$ cat src/rtl/npc_mem_arbiter.sv
// rtl/npc_mem_arbiter.sv - round-robin IFU/LSU arbiter for the single NPC memory port
// One outstanding transaction; a bounded WAIT timer converts a hung memory into an error response.
module npc_mem_arbiter #(
  parameter int AW      = 32,
  parameter int DW      = 32,
  parameter int TIMEOUT = 255
) (
  input  logic            clk,
  input  logic            rst,
  input  logic            ifu_req_valid,
  output logic            ifu_req_ready,
  input  logic [AW-1:0]   ifu_addr,
  output logic            ifu_rsp_valid,
  output logic [DW-1:0]   ifu_rsp_data,
  output logic            ifu_rsp_err,
  input  logic            lsu_req_valid,
  output logic            lsu_req_ready,
  input  logic [AW-1:0]   lsu_addr,
  input  logic            lsu_wen,
  input  logic [DW-1:0]   lsu_wdata,
  input  logic [DW/8-1:0] lsu_wmask,
  output logic            lsu_rsp_valid,
  output logic [DW-1:0]   lsu_rsp_data,
  output logic            lsu_rsp_err,
  output logic            mem_req_valid,
  input  logic            mem_req_ready,
  output logic [AW-1:0]   mem_addr,
  output logic            mem_wen,
  output logic [DW-1:0]   mem_wdata,
  output logic [DW/8-1:0] mem_wmask,
  input  logic            mem_rsp_valid,
  input  logic [DW-1:0]   mem_rsp_data
);

  localparam int TW = $clog2(TIMEOUT + 1);
  localparam logic [TW-1:0] TMAX = TW'(TIMEOUT);

  typedef enum logic [1:0] {IDLE, REQ, WAIT} state_t;

  state_t            state, state_next;
  logic              last_lsu;   // 1 when the LSU owned the previous transaction
  logic              owner_lsu;
  logic [TW-1:0]     timer;
  logic [AW-1:0]     addr_q;
  logic              wen_q;
  logic [DW-1:0]     wdata_q;
  logic [DW/8-1:0]   wmask_q;

  logic grant_ifu, grant_lsu, timeout_hit, done;

  assign grant_ifu   = ifu_req_valid && (!lsu_req_valid || last_lsu);
  assign grant_lsu   = lsu_req_valid && !grant_ifu;
  assign timeout_hit = (timer == TMAX);
  assign done        = (state == WAIT) && (mem_rsp_valid || timeout_hit);

  assign mem_addr  = addr_q;
  assign mem_wen   = wen_q;
  assign mem_wdata = wdata_q;
  assign mem_wmask = wmask_q;

  always_ff @(posedge clk or posedge rst) begin
    if (rst) state <= IDLE;
    else     state <= state_next;
  end

  always_comb begin
    state_next = state;
    unique case (state)
      IDLE:    if (grant_ifu || grant_lsu) state_next = REQ;
      REQ:     if (mem_req_ready)          state_next = WAIT;
      WAIT:    if (done)                   state_next = IDLE;
      default:                             state_next = IDLE;
    endcase
  end

  // Ready is gated by rst so nothing is handshaken while reset is held.
  always_comb begin
    ifu_req_ready = 1'b0;
    lsu_req_ready = 1'b0;
    mem_req_valid = 1'b0;
    ifu_rsp_valid = 1'b0;
    ifu_rsp_data  = '0;
    ifu_rsp_err   = 1'b0;
    lsu_rsp_valid = 1'b0;
    lsu_rsp_data  = '0;
    lsu_rsp_err   = 1'b0;
    unique case (state)
      IDLE: begin
        ifu_req_ready = grant_ifu && !rst;
        lsu_req_ready = grant_lsu && !rst;
      end
      REQ: mem_req_valid = 1'b1;
      WAIT: begin
        if (done) begin
          if (owner_lsu) begin
            lsu_rsp_valid = 1'b1;
            lsu_rsp_data  = mem_rsp_valid ? mem_rsp_data : '0;
            lsu_rsp_err   = !mem_rsp_valid;
          end else begin
            ifu_rsp_valid = 1'b1;
            ifu_rsp_data  = mem_rsp_valid ? mem_rsp_data : '0;
            ifu_rsp_err   = !mem_rsp_valid;
          end
        end
      end
      default: ;
    endcase
  end

  always_ff @(posedge clk or posedge rst) begin
    if (rst) begin
      last_lsu  <= 1'b1;
      owner_lsu <= 1'b0;
      timer     <= '0;
      addr_q    <= '0;
      wen_q     <= 1'b0;
      wdata_q   <= '0;
      wmask_q   <= '0;
    end else begin
      unique case (state)
        IDLE: begin
          if (grant_ifu || grant_lsu) begin
            owner_lsu <= grant_lsu;
            addr_q    <= grant_lsu ? lsu_addr : ifu_addr;
            wen_q     <= grant_lsu && lsu_wen;
            wdata_q   <= grant_lsu ? lsu_wdata : '0;
            wmask_q   <= grant_lsu ? lsu_wmask : '0;
          end
        end
        REQ: if (mem_req_ready) timer <= '0;
        WAIT: begin
          if (done) last_lsu <= owner_lsu;
          else      timer    <= timer + TW'(1);
        end
        default: ;
      endcase
    end
  end

endmodule

$ cat config.mk
export PLATFORM = sky130hd
export DESIGN_NAME = npc_mem_arbiter
export DESIGN_NICKNAME = d
export VERILOG_FILES = /design/src/rtl/npc_mem_arbiter.sv
export SDC_FILE = /design/constraint.sdc
export NUM_CORES = 1
export LEC_CHECK = 0
export ABC_CLOCK_PERIOD_IN_PS = 5800
export CAP_MARGIN = 30
export CORE_AREA = 2 2 108 110
export CTS_CLUSTER_DIAMETER = 50
export CTS_CLUSTER_SIZE = 12
export DETAILED_ROUTE_END_ITERATION = 6
export DIE_AREA = 0 0 110 112
export PLACE_DENSITY = 0.86
export REMOVE_ABC_BUFFERS = 1
export SLEW_MARGIN = 20
export SYNTH_ARGS = -nofsm -noshare
export SYNTH_HDL_FRONTEND = slang
export SYNTH_SLANG_ARGS = --single-unit
$ cat constraint.sdc
create_clock -name clk -period 5.8 [get_ports clk]
set_input_delay 0.58 -clock clk [delete_from_list [all_inputs] [get_ports clk]]
set_output_delay 0.58 -clock clk [all_outputs]
set_load 0.01 [all_outputs]
==> results.ini, run 1 <==
[logic_synthesis]
syn-cell-area_sq_mm = 0.003938
ys_seq_area_share_pct = 51.51
yosys_most_used_dff = dfrtp_1
synth-seq-cells = 81
avgSynthCellArea_sq_um = 9.868
synth_cell_type_count = 38
synth_area_leader_cell = dfrtp_1
netlist.area_leader.share_pct = 50.84
synth-edff-count = 0
synthArstFlopShare_pct = 100.0
synth_cells = 399
synthTopCellsByArea = dfrtp_1 51%, mux2i_1 8.4%, a22o_1 8.2%, nand2_1 6.8%, nor2_1 6.4%
ys_warn_count = 0

[timing]
layout_setup_ws_ps = 2381
fin_skew_ps = 8.189
finalHoldViolCount = 0
period_share_pct = 58.96
setup_violations = 0
worst_pin_slew_ps = 783.1
rsz0062_at_grt = false
finalSetupTns_ps = 0
fmax_mhz = 292.4
max-slew-margin-rel_pct = 47.68
drv_slew = 0
period_minus_slack_ps = 3419
whs_ps = 475.3

[routing]
vias_per_cell = 4.829
ant_nets = 0
drc = 0
firstDrtPassIters = 5
vias = 3926
wl_um = 12520
post_drt_wl_per_cell_um = 15.40
drt_iter0_drc = 249

[placed_design]
placed_cells_incl_taps = 797
hpwl_um = 9764
io_buffers = 278
place_ws_ps = 2392
gp_congestion = 0.8231

[clock_network]
clkLatencyLatePin_ps = 320
cts-root-buf = clkbuf_16
cts_buffer_depth = 2
cts_tree = yes
post_cts_resized = 0
cts_setup_buffers = 0
cts_max_level = 3
cts_sinks = 81
cts-buffers-inserted = 9
clkTransAtPathRegs_ps = 50
hold_buffers = 0

[setup_path]
cp-start-kind = input pin
cp_max_fo = 34
worst-setup-path-type = in -> out
reg2reg_slack_ps = 3880
required_ps = 5220
worstPathArrival_ps = 2840
endpoint_kind = output pin

[cells_and_area]
fin_nets = 805
utilization_pct = 63.86
drive_above_1_share_pct = 5.075
areaGrowthSynthToFinish_pct = 81.22
multiInputGateArea_sq_mm = 0.001709
fillers = 923
seq_area_sq_mm = 0.002028
num_antenna_cells = 0
stdcell_count = 813

[die]
rows = 39
start_util_pct = 35.24
core_area_sq_mm = 0.01117
die_h_um = 112
chipWidth_um = 110
num_io_pins = 279
die_area_sq_mm = 0.01232

[global_routing]
antenna_found_initial = 0
grt_pass1_wl_um = 19350
grt_pass1_vias = 3867
grt_max_degree = 59
grt_overflow = 0
track_usage_pct = 19.82

[worst_hold_path]
min_path_type = reg -> reg

[power_and_ir_drop]
power_per_cell_area_mw_per_mm2 = 392.8
ir_drop_v = 0.0002569
power.leakage_nw = 3.017

[status]
status = complete, no violations

[run]
cap_violations = 0

-- per-layer routing --
layer  wire [um]  track usage (%)  part of all wire (%)
met1        5139            24.80                    41
met5           0                0                     0
met3         957            4.977                   7.6
met2        6157            33.01                    49
met4         265            6.835                   2.1
-- synth_stat cells, drive strengths merged (4+ instances only) --
cell / n
clkbuf: 6
buf: 23
and3: 4
nand2: 71
a31oi: 5
o21ai: 34
nor2: 67
dfrtp: 80
mux2i: 33
inv: 7
nand3: 5
a21oi: 5
a22o: 37
-- sequential cells by signal (all words and copies together), names as in the netlist --
register,cells
mem_wen,1
mem_wmask,4
mem_addr,32
mem_wdata,32
state,2
last_lsu,1
owner_lsu,1
timer,8
-- cell families after synthesis --
group                    count (synthesis)  share of synthesized area (%)
flip-flops                              81                          51.51
AND/OR/NAND/NOR                        157                          17.13
buffers and inverters                   36                          5.370
multiplexers                            34                          8.675
adder cells (fa/ha/maj)                  1                         0.3177
AO/OA/AOI/OAI                           90                          17.00
-- stage by stage --
step	cell area, sq um	power [mW]
6_report	7136	2.803
5_1_grt	7136	2.977
4_1_cts	7136	2.840
3_5_place_dp	6799	2.194
3_3_place_gp	6756	2.132
2_1_floorplan	3752	1.491
-- report_power, final --
group	total, mW	internal, mW	switching (mW)
logic	1.24	0.692	0.548
registers	0.934	0.797	0.137
clock network	0.630	0.421	0.209
-- placed cells by master, fill, tap and decap left out, types with 2 or more instances in the layout --
cell	instances
nand2_1	71
clkinv_2	2
a21oi_4	2
mux2i_1	33
a22o_1	37
and3_1	4
a41oi_1	2
a31oi_1	5
bufinv_16	3
nand3_1	3
o21ai_0	33
clkdlybuf4s50_1	278
a21o_1	2
clkbuf_16	9
nor2_1	67
dfrtp_1	80
clkbuf_1	2
inv_1	5
a21oi_1	3
and2_1	2
buf_4	4
-- worst max-delay path, cell delays in order --
cell,delay [ps]
clkdlybuf4s50_1,800
o21bai_4,260
nand3_4,330
nor2_1,280
clkdlybuf4s50_1,580
-- worst paths after layout --
path	to	from	depth (start not counted)
max	lsu_rsp_data[2]	mem_rsp_valid	5
min	mem_addr[25]$_DFFE_PP0P_	mem_addr[25]$_DFFE_PP0P_	2
max reg2reg	last_lsu$_DFFE_PP1P_	state[0]$_DFFE_PP0P_	4
min reg2reg	mem_addr[25]$_DFFE_PP0P_	mem_addr[25]$_DFFE_PP0P_	2
max in group asynchronous	mem_addr[11]$_DFFE_PP0P_	rst	3
min in group asynchronous	mem_addr[12]$_DFFE_PP0P_	rst	2
-- final cells by class --
| class | instances | area share, % |
|---|---|---|
| clock buffer | 11 | 3.261 |
| clock inverter | 5 | 1.455 |
| inverter | 7 | 0.3858 |
| multi-input combinational | 282 | 23.95 |
| sequential | 81 | 28.42 |
| tap | 143 | 2.507 |
| timing repair buffer | 284 | 40.01 |
Power figures use the tool's default switching activity.
==> run 2, diff against run 1 <==
--- a/config.mk
+++ b/config.mk
@@ -5,14 +5,13 @@
 export SDC_FILE = /design/constraint.sdc
 export NUM_CORES = 1
 export LEC_CHECK = 0
-export ABC_CLOCK_PERIOD_IN_PS = 5800
+export ABC_CLOCK_PERIOD_IN_PS = 3100
 export CAP_MARGIN = 30
-export CORE_AREA = 2 2 108 110
+export CORE_UTILIZATION = 32
 export CTS_CLUSTER_DIAMETER = 50
 export CTS_CLUSTER_SIZE = 12
 export DETAILED_ROUTE_END_ITERATION = 6
-export DIE_AREA = 0 0 110 112
-export PLACE_DENSITY = 0.86
+export PLACE_DENSITY = 0.82
 export REMOVE_ABC_BUFFERS = 1
 export SLEW_MARGIN = 20
 export SYNTH_ARGS = -nofsm -noshare
==> constraint.sdc (replaced) <==
create_clock -name clk -period 3.1 [get_ports clk]
set_input_delay 0.31 -clock clk [delete_from_list [all_inputs] [get_ports clk]]
set_output_delay 0.31 -clock clk [all_outputs]
set_load 0.01 [all_outputs]
==> results.ini, run 2 (synthesis gave the netlist of run 1 again) <==
[clock_network]
clkLatencyLatePin_ps = 330  ; about the same
cts-root-buf = clkbuf_16
cts-buffers-inserted = 9  ; unchanged
hold_buffers = 0  ; unchanged
post_cts_resized = 0  ; unchanged
cts_setup_buffers = 0  ; unchanged
clkTransAtPathRegs_ps = 70  ; +20 ps
cts_sinks = 81  ; unchanged
cts_buffer_depth = 2  ; unchanged
cts_tree = yes
cts_max_level = 3  ; unchanged

[power_and_ir_drop]
clkPwrFrac_pct = 20.8  ; -1.7 points
p_int_mw = 3.406  ; +78%
seqPwrFrac_pct = 34.1  ; +0.8 points
pwr-share-comb_pct = 45.1  ; +0.9 points
p_sw_mw = 1.740  ; +95%
power_per_cell_area_mw_per_mm2 = 725.3  ; +85%
power.leakage_nw = 2.991  ; -0.86%
power_switching_share_pct = 33.81  ; +1.9 points
ir_drop_v = 0.0003887  ; +51%

[setup_path]
cp-start-kind = register
required_ps = 2790  ; -2430 ps
crit_chain = ha_1 -> nand3_2 -> o21bai_4 -> nand3b_4 -> nor2_1 -> clkdlybuf4s50_1
cp_max_fo = 34  ; unchanged
critPathBufInv = 1  ; -1
worst-setup-path-type = reg -> out
worst_path_largest_cell_delay_ps = 580  ; -220 ps
worstPathArrival_ps = 2610  ; -230 ps
endpoint_kind = output pin
slowest_stage = clkdlybuf4s50_1
critical_path.top_delay_family = simple AND/OR/NAND/NOR gates

[timing]
finalHoldViolCount = 0  ; unchanged
drv_slew = 0  ; unchanged
fin_skew_ps = 12.38  ; +4.194 ps
worst_pin_slew_ps = 705.7  ; -77.42 ps
fmax_mhz = 342.2
rsz0062_at_grt = false
setup_violations = 0  ; unchanged
max-slew-margin-rel_pct = 52.95  ; +5.3 points
layout_setup_ws_ps = 177.5  ; -2203 ps
period_share_pct = 94.28
period_minus_slack_ps = 2923

[global_routing]
grt_max_degree = 81  ; +37%
grt_pass1_vias = 3921  ; +1.4%
grt_pass1_wl_um = 20020  ; +3.5%
track_usage_pct = 19.99  ; +0.17 points
grt_overflow = 0  ; unchanged
antenna_found_initial = 0  ; unchanged

[cells_and_area]
most-common-layout-cells = 278 x clkdlybuf4s50_1, 80 x dfrtp_1, 71 x nand2_1
stdcell_area_sq_mm = 0.007096  ; -0.56%
utilization_pct = 59.07  ; -4.8 points
mostFrequentLayoutCell = clkdlybuf4s50_1
areaGrowthSynthToFinish_pct = 80.20
num_antenna_cells = 0  ; unchanged
fin_nets = 805  ; unchanged
drive_above_1_share_pct = 5.224  ; +0.15 points

[routing]
drt_iter0_drc = 208  ; -16%
ant_nets = 0  ; unchanged
vias = 3997  ; +1.8%
vias_per_cell = 4.892  ; +1.3%
post_drt_wl_per_cell_um = 15.94  ; +3.5%
wl_um = 13030  ; +4.1%
firstDrtPassIters = 5  ; unchanged
drc = 0  ; unchanged

[die]
die_h_um = 112.9  ; +0.83%
num_io_pins = 279  ; unchanged
start_util_pct = 32.78  ; -2.5 points
core_area_sq_mm = 0.01201  ; +7.5%
rows = 40  ; +2.6%
die_area_sq_mm = 0.01275  ; +3.5%
chipWidth_um = 112.9  ; +2.7%

[placed_design]
placed_cell_area_sq_mm = 0.006789  ; -0.15%
hpwl_um = 9951  ; +1.9%
gp_congestion = 0.8407  ; +2.1%
place_ws_ps = 585.3  ; -1807 ps
io_buffers = 278  ; unchanged

[run]
cap_violations = 0  ; unchanged

[worst_hold_path]
min_path_type = in -> async

[status]
status = complete, no violations

## run 2: changes by cell type in the layout (fill, tap and decap cells not counted), sizes merged
| cell | delta |
|---|---|
| inv | +3 |
| bufinv | -2 |
| clkbuf | -1 |
| clkinvlp | +2 |
| clkinv | -2 |
## run 2: path summary, 6_finish.rpt
kind	startpoint	to	slack (ps)	cells after the start
worst max-delay path	timer[0]$_DFFE_PP0P_	ifu_rsp_data[2]	180	6
worst min-delay path	rst	last_lsu$_DFFE_PP1P_	330	2
worst max register to register	last_lsu$_DFFE_PP1P_	mem_wmask[3]$_DFFE_PP0P_	1270	5
worst min register to register	mem_addr[8]$_DFFE_PP0P_	mem_addr[8]$_DFFE_PP0P_	480	2
max in group asynchronous	rst	mem_addr[16]$_DFFE_PP0P_	2060	3
min in group clk	mem_addr[8]$_DFFE_PP0P_	mem_addr[8]$_DFFE_PP0P_	480	2
## run 2: final cells by class
class | instances | area, sq um
Timing Repair Buffer | 284 | 2844
Tap cell | 147 | 183.9
Clock inverter | 6 | 73.82
Fill cell | 1041 | 4916
Sequential cell | 81 | 2028
Multi-Input combinational cell | 282 | 1709
Clock buffer | 10 | 229.0
Inverter | 7 | 27.53
## run 2: power by group through the flow
stage	logic [mW]	registers [mW]	clock network, mW
2_1_floorplan	0.865	1.92	0
3_3_place_gp	2.28	1.75	0
3_5_place_dp	2.35	1.76	0
4_1_cts	2.35	1.76	1.10
5_1_grt	2.51	1.81	1.14
6_report	2.32	1.75	1.07
## run 2: routing by layer
| layer | track usage [%] | vias up | wire (um) | share of wire, % |
|---|---|---|---|---|
| met5 | 0 | - | 0 | 0 |
| met1 | 23.86 | 1876 | 5307 | 41 |
| li1 | - | 1910 | - | - |
| met3 | 3.910 | 34 | 812 | 6.2 |
| met2 | 34.73 | 177 | 6454 | 50 |
| met4 | 9.474 | 0 | 453 | 3.5 |
## run 2: stage by stage
stage | TNS, ps | total power, mW | hold slack, ps | cells
floorplan | -191920 | 2.790 | 406.9 | 370
global placement | 0 | 4.034 | 465.2 | 801
detailed placement | 0 | 4.115 | 472.1 | 801
CTS | 0 | 5.213 | 324.5 | 817
global route | 0 | 5.460 | 355.9 | 817
finish | 0 | 5.146 | 330.0 | 817
